[config.mk]
export PLATFORM = sky130hd
export DESIGN_NAME = mul_seq_ctrl_flat
export DESIGN_NICKNAME = d
export VERILOG_FILES = /design/src/rtl/mul_seq_ctrl_pkg.sv /design/src/rtl/mul_seq_ctrl_if.sv /design/src/rtl/mul_shift_add_dp.sv /design/src/rtl/mul_seq_ctrl.sv /design/src/flat_wrapper.sv
export SDC_FILE = /design/constraint.sdc
export NUM_CORES = 1
export LEC_CHECK = 0
export CAP_MARGIN = 20
export CORE_AREA = 2 2 118 120
export DETAILED_ROUTE_END_ITERATION = 8
export DIE_AREA = 0 0 120 122
export PLACE_DENSITY = 0.86
export SKIP_LAST_GASP = 1
export SLEW_MARGIN = 25
export SYNTH_ARGS = -nofsm -noshare
export SYNTH_HDL_FRONTEND = slang
export SYNTH_SLANG_ARGS = --single-unit
[constraint.sdc]
create_clock -name clk_i -period 3.53 [get_ports clk_i]
set_clock_uncertainty 0.15 [all_clocks]
set_input_delay 0.8825 -clock clk_i [delete_from_list [all_inputs] [get_ports clk_i]]
set_output_delay 0.8825 -clock clk_i [all_outputs]
set_load 0.03 [all_outputs]
[src/rtl/mul_seq_ctrl_pkg.sv]
// Shared definitions for the EX-stage ALU control decoding and the multiply sequencer.
// The states are shared by mul_seq_ctrl and anything that observes its progress.
package mul_seq_ctrl_pkg;

  localparam logic [2:0] ALU_AND = 3'b000;
  localparam logic [2:0] ALU_OR  = 3'b001;
  localparam logic [2:0] ALU_ADD = 3'b010;
  localparam logic [2:0] ALU_SUB = 3'b110;
  localparam logic [2:0] ALU_MUL = 3'b011;
  localparam logic [2:0] ALU_SLT = 3'b111;

  typedef enum logic [1:0] {
    ST_IDLE = 2'd0,
    ST_RUN  = 2'd1,
    ST_DONE = 2'd2
  } mul_state_e;

  function automatic logic is_mul(input logic [2:0] alu_ctrl);
    return alu_ctrl == ALU_MUL;
  endfunction

endpackage

[src/rtl/mul_seq_ctrl_if.sv]
// EX-stage request/response bundle for the multiply sequencer.
// The pipeline drives the master side; mul_seq_ctrl is the slave.
interface mul_seq_ctrl_if #(
  parameter int unsigned WIDTH = 32
);
  logic             valid_i;
  logic [2:0]       ALUCtrl_i;
  logic [WIDTH-1:0] data1_i;
  logic [WIDTH-1:0] data2_i;
  logic [WIDTH-1:0] result_o;
  logic             done_o;
  logic             stall_o;
  logic             busy_o;

  modport master (
    output valid_i, ALUCtrl_i, data1_i, data2_i,
    input  result_o, done_o, stall_o, busy_o
  );

  modport slave (
    input  valid_i, ALUCtrl_i, data1_i, data2_i,
    output result_o, done_o, stall_o, busy_o
  );
endinterface

[src/rtl/mul_shift_add_dp.sv]
// Shift-add multiply datapath: multiplicand, multiplier and accumulator registers.
// MUL_EARLY_TERM_EN: also signal termination once the shifted multiplier is zero.
module mul_shift_add_dp #(
  parameter int unsigned WIDTH = 32
) (
  input  logic             clk_i,
  input  logic             rst_i,
  input  logic             load_i,
  input  logic             step_i,
  input  logic             last_i,
  input  logic [WIDTH-1:0] mcand_i,
  input  logic [WIDTH-1:0] mplier_i,
  output logic [WIDTH-1:0] acc_next_o,
  output logic             term_o
);

  logic [WIDTH-1:0] mcand_q, mcand_d;
  logic [WIDTH-1:0] mplier_q, mplier_d;
  logic [WIDTH-1:0] acc_q, acc_d;

  always_comb begin
    mcand_d  = mcand_q;
    mplier_d = mplier_q;
    acc_d    = acc_q;
    if (load_i) begin
      mcand_d  = mcand_i;
      mplier_d = mplier_i;
      acc_d    = '0;
    end else if (step_i) begin
      if (mplier_q[0]) begin
        acc_d = acc_q + mcand_q;
      end
      mcand_d  = mcand_q << 1;
      mplier_d = mplier_q >> 1;
    end
  end

  always_ff @(posedge clk_i) begin
    if (rst_i) begin
      mcand_q  <= '0;
      mplier_q <= '0;
      acc_q    <= '0;
    end else begin
      mcand_q  <= mcand_d;
      mplier_q <= mplier_d;
      acc_q    <= acc_d;
    end
  end

  assign acc_next_o = acc_d;

`ifdef MUL_EARLY_TERM_EN
  assign term_o = last_i || (mplier_d == '0);
`else
  assign term_o = last_i;
`endif

endmodule

[src/rtl/mul_seq_ctrl.sv]
// Multi-cycle multiply sequencer: stalls the pipeline while a MUL iterates, then pulses done.
// Optional MUL_EARLY_TERM_EN (see mul_shift_add_dp) makes latency multiplier-dependent.
module mul_seq_ctrl
  import mul_seq_ctrl_pkg::*;
#(
  parameter int unsigned WIDTH = 32
) (
  input logic           clk_i,
  input logic           rst_i,
  mul_seq_ctrl_if.slave bus
);

  localparam int unsigned CW = $clog2(WIDTH + 1);

  mul_state_e       state_q, state_d;
  logic [CW-1:0]    count_q, count_d;
  logic [WIDTH-1:0] result_q, result_d;
  logic             issue, load, step, last_step;
  logic [WIDTH-1:0] acc_next;
  logic             term;

  assign last_step = (count_q == CW'(WIDTH - 1));

  mul_shift_add_dp #(
    .WIDTH (WIDTH)
  ) u_dp (
    .clk_i      (clk_i),
    .rst_i      (rst_i),
    .load_i     (load),
    .step_i     (step),
    .last_i     (last_step),
    .mcand_i    (bus.data1_i),
    .mplier_i   (bus.data2_i),
    .acc_next_o (acc_next),
    .term_o     (term)
  );

  // DONE never looks at the request: the instruction is still held there and must not re-issue.
  always_comb begin
    state_d  = state_q;
    count_d  = count_q;
    result_d = result_q;
    issue    = 1'b0;
    load     = 1'b0;
    step     = 1'b0;
    unique case (state_q)
      ST_IDLE: begin
        if (bus.valid_i && is_mul(bus.ALUCtrl_i)) begin
          issue   = 1'b1;
          load    = 1'b1;
          count_d = '0;
          state_d = ST_RUN;
        end
      end
      ST_RUN: begin
        step    = 1'b1;
        count_d = count_q + 1'b1;
        if (term) begin
          result_d = acc_next;
          state_d  = ST_DONE;
        end
      end
      ST_DONE: state_d = ST_IDLE;
      default: state_d = ST_IDLE;
    endcase
  end

  always_ff @(posedge clk_i) begin
    if (rst_i) begin
      state_q  <= ST_IDLE;
      count_q  <= '0;
      result_q <= '0;
    end else begin
      state_q  <= state_d;
      count_q  <= count_d;
      result_q <= result_d;
    end
  end

  assign bus.stall_o  = issue || (state_q == ST_RUN);
  assign bus.done_o   = (state_q == ST_DONE);
  assign bus.busy_o   = (state_q != ST_IDLE);
  assign bus.result_o = result_q;

endmodule

[src/flat_wrapper.sv]
// flat-port wrapper written by rule: the top's interface ports become plain ports
module mul_seq_ctrl_flat import mul_seq_ctrl_pkg::*;
#(
  parameter int unsigned WIDTH = 32
)
  (clk_i, rst_i, bus_valid_i, bus_ALUCtrl_i, bus_data1_i, bus_data2_i, bus_result_o, bus_done_o, bus_stall_o, bus_busy_o);
  mul_seq_ctrl_if #(.WIDTH(WIDTH)) bus_i ();
  input logic clk_i;
  input logic rst_i;
  input wire logic [$bits(bus_i.valid_i)-1:0] bus_valid_i;
  input wire logic [$bits(bus_i.ALUCtrl_i)-1:0] bus_ALUCtrl_i;
  input wire logic [$bits(bus_i.data1_i)-1:0] bus_data1_i;
  input wire logic [$bits(bus_i.data2_i)-1:0] bus_data2_i;
  output wire logic [$bits(bus_i.result_o)-1:0] bus_result_o;
  output wire logic [$bits(bus_i.done_o)-1:0] bus_done_o;
  output wire logic [$bits(bus_i.stall_o)-1:0] bus_stall_o;
  output wire logic [$bits(bus_i.busy_o)-1:0] bus_busy_o;
  assign bus_i.valid_i = bus_valid_i;
  assign bus_i.ALUCtrl_i = bus_ALUCtrl_i;
  assign bus_i.data1_i = bus_data1_i;
  assign bus_i.data2_i = bus_data2_i;
  assign bus_result_o = bus_i.result_o;
  assign bus_done_o = bus_i.done_o;
  assign bus_stall_o = bus_i.stall_o;
  assign bus_busy_o = bus_i.busy_o;
  mul_seq_ctrl #(.WIDTH(WIDTH)) u_core (.clk_i(clk_i), .rst_i(rst_i), .bus(bus_i));
endmodule
==> flow_summary.yaml <==
cts:
  cts_sinks: 136
  cts_setup_buffers: 0
  cts_buffers: 17
  htree_num_levels: 4
  cts_tree: "yes"
  clk_pin_slew_ps: 60
  hold_buffers: 0
  worstSkewPairLatency_ps: 430
  ctsResizeCount: 0
  root_buffer: "clkbuf_16"
  clockBufferDepth: 2
final_layout:
  regArea_um2: 2723
  final_nets: 1046
  multi_input_area_um2: 4121
  layout-drive-gt1-share: 0.08063
  fillers: 1149
  syn_to_final_growth_pct: 23.51
  n_antenna_cell: 0
  design_area_um2: 8841
critical_path:
  critPathSlowestCell: "clkdlybuf4s50_1"
  cp-end-kind: "output pin"
  crit_required_ps: 2500
  reg2reg_from: "u_core.u_dp.mcand_q[0]"
  path_max_fanout: 3
  cp.depth: 6
  worstPathCellList: "clkdlybuf4s50_1, nor4b_1, and3_2, nor2_4, inv_1, buf_4"
  r2r-end: "u_core.bus.result_o[24]"
  endpoint: "bus_stall_o"
  crit_path_start_kind: "primary input"
  r2r_slack_ps: 700
  startpoint: "bus_valid_i"
  crit_type: "in -> out"
  rr_worst_depth: 11
  path_buf_inv: 3
  cp.arrival_ps: 2230
  crit_family: "buffers and inverters"
  slowest_delay_ps: 450
grt:
  grt_pass1_vias: 6449
  grt_pass1_wl_um: 30540
  track_usage: 0.2596
  grt_max_degree: 79
  antenna_found_initial: 0
  overflow: 0
logic_synthesis:
  ys_ff_latch: 136
  yosys.area.top_type: "dfxtp_1"
  ys_types: 71
  yosysTopAreaCellShare: 0.3804
  synth.net_count: 974
  ys.flop_type: "dfxtp_1"
  ys_top_cells_by_count: "dfxtp_1, nand2_1, a21oi_1"
  yosys-mux-area-fraction: 0.01993
  ys_seq_area_frac: 0.3804
  synth_area_per_cell_um2: 8.218
  synth-simple-area-share: 0.1804
  synth_fa_ha_area_frac: 0.05873
  synthCells: 871
  synthMostInstantiatedCell: "dfxtp_1"
  synth-warning-count: 0
  synth.cell_area_um2: 7158
  synth-xor-area-share: 0.02674
  synth.top_cells.by_area: "dfxtp_1, a21oi_1, a22oi_1, nand2_1, ha_1"
  synth_compound_area_frac: 0.2870
  synth_edf_count: 0
  synth_top_family_by_area: "compound AO/OA/AOI/OAI gates"
  synthArstFlopShare: 0
route:
  drt-initial-drc-count: 513
  vias: 6759
  first_pass_iters: 5
  wl_per_cell_um: 16.39
  wl_um: 18600
  via_per_inst: 5.955
  ant_nets: 0
  drc: 0
place:
  hpwlAfterDp_um: 12760
  globalplace.congestion: 0.9234
  port_buffers: 104
  preCtsSetupSlack_ps: 258.1
  dpl_cell_area_um2: 8275
pwr:
  ir_drop_v: 0.0002944
  p_leak_nw: 3.279
  power_density_nw_per_um2: 393.3
sta:
  period_share: 0.9247
  fmax_ghz: 0.3063
  rsz0062_at_grt: "false"
  max_slew_margin: 0.5528
  slew_viol_final: 0
  worst_pin_slew_ps: 670.8
  finalSetupViolCount: 0
  fin_crit_ps: 3264
  hold_violations: 0
  tns_ps: 0
  fin_ws_ps: 265.7
floorplanning:
  dieArea_um2: 14640
  fp.coreArea_um2: 13500
  initial_core_util: 0.5301
  die_h_um: 122
  die_w_um: 120
  rows: 43
  pin_count: 105
flow_run:
  max_cap_viol_count: 0
hold_path:
  min_path_type: "reg -> reg"
status:
  outcome: "completed"
registers in the layout, summed over array words and instances, names as in the netlist:
| signal | count |
|---|---|
| u_core.count_q | 6 |
| u_core.u_dp.mplier_q | 32 |
| u_core.u_dp.mcand_q | 32 |
| u_core.bus.result_o | 32 |
| u_core.state_q | 2 |
| u_core.u_dp.acc_q | 32 |
tightest hold or removal path, delay by kind of cell (launching register included):
family           cells  cell delay [ps]
AND/OR/NAND/NOR      1               50
AO/OA/AOI/OAI        1               50
flip-flops           1              310
report_power, final:
group	switching, mW	leakage, nW	total (mW)	internal, mW
Clock	0.682	0.264	1.70	1.02
Sequential	0.0133	1.10	1.57	1.55
Combinational	0.106	1.92	0.209	0.102
Total	0.801	3.28	3.48	2.68
cells in the final DEF (no fill, tap or decap), drive strengths merged, types with 12 or more instances in the layout:
cell type / synthesis / routed
o21ai: 39 / 39
nand3: 18 / 18
mux2i: 12 / 12
xnor2: 14 / 14
buf: 28 / 18
inv: 10 / 12
dfxtp: 136 / 136
clkbuf: 39 / 21
nand2: 121 / 121
nor2: 59 / 59
a211oi: 13 / 13
a22oi: 62 / 62
a21oi: 114 / 114
ha: 32 / 32
clkdlybuf4s50: 0 / 102
nor3: 20 / 20
a21o: 19 / 19
stage by stage:
step / cells / util / hold slack [ps] / total power, mW
after floorplan: 871 / - / 286.8 / 1.696
after global placement: 1104 / 0.6128 / 292.8 / 1.802
after detailed placement: 1104 / 0.6128 / 298.7 / 1.806
after CTS: 1135 / 0.6547 / 305.8 / 3.480
after global routing: 1135 / 0.6547 / 319.2 / 3.576
final: 1135 / 0.6547 / 306.5 / 3.477
logic make-up after synthesis:
logic type               count (synthesis)
flip-flops                             136
XOR/XNOR                                21
AO/OA/AOI/OAI                          311
buffers and inverters                   77
adder cells (fa/ha/maj)                 33
multiplexers                            14
AND/OR/NAND/NOR                        279
routing by layer:
layer	up-vias	track usage	wire, um
li1	3300	-	-
met4	0	0.09265	340
met2	205	0.4357	8873
met1	3226	0.3281	8311
met3	28	0.05852	1075
met5	-	0	0
final cells by class:
| class | count | area share |
|---|---|---|
| repair buffers | 120 | 0.1322 |
| clock buffers | 21 | 0.05321 |
| flip-flops and latches | 136 | 0.3080 |
| clock inverters | 10 | 0.01076 |
| well taps | 180 | 0.02547 |
| multi-input cells | 658 | 0.4662 |
| inverters | 10 | 0.004246 |
worst min-delay path by stage:
stage | depth (start not counted) | from | end | slack, ps
floorplan | 2 | u_core.u_dp.mplier_q[10] | u_core.u_dp.mplier_q[10] | 290
global placement | 2 | u_core.u_dp.mplier_q[3] | u_core.u_dp.mplier_q[3] | 290
CTS | 2 | u_core.u_dp.mplier_q[1] | u_core.u_dp.mplier_q[1] | 310
global route | 2 | u_core.u_dp.mplier_q[24] | u_core.u_dp.mplier_q[24] | 320
finish | 2 | u_core.u_dp.mplier_q[26] | u_core.u_dp.mplier_q[26] | 310
detailed placement | 2 | u_core.u_dp.mplier_q[5] | u_core.u_dp.mplier_q[5] | 300
Note: power is estimated with default switching activity, not from simulation.
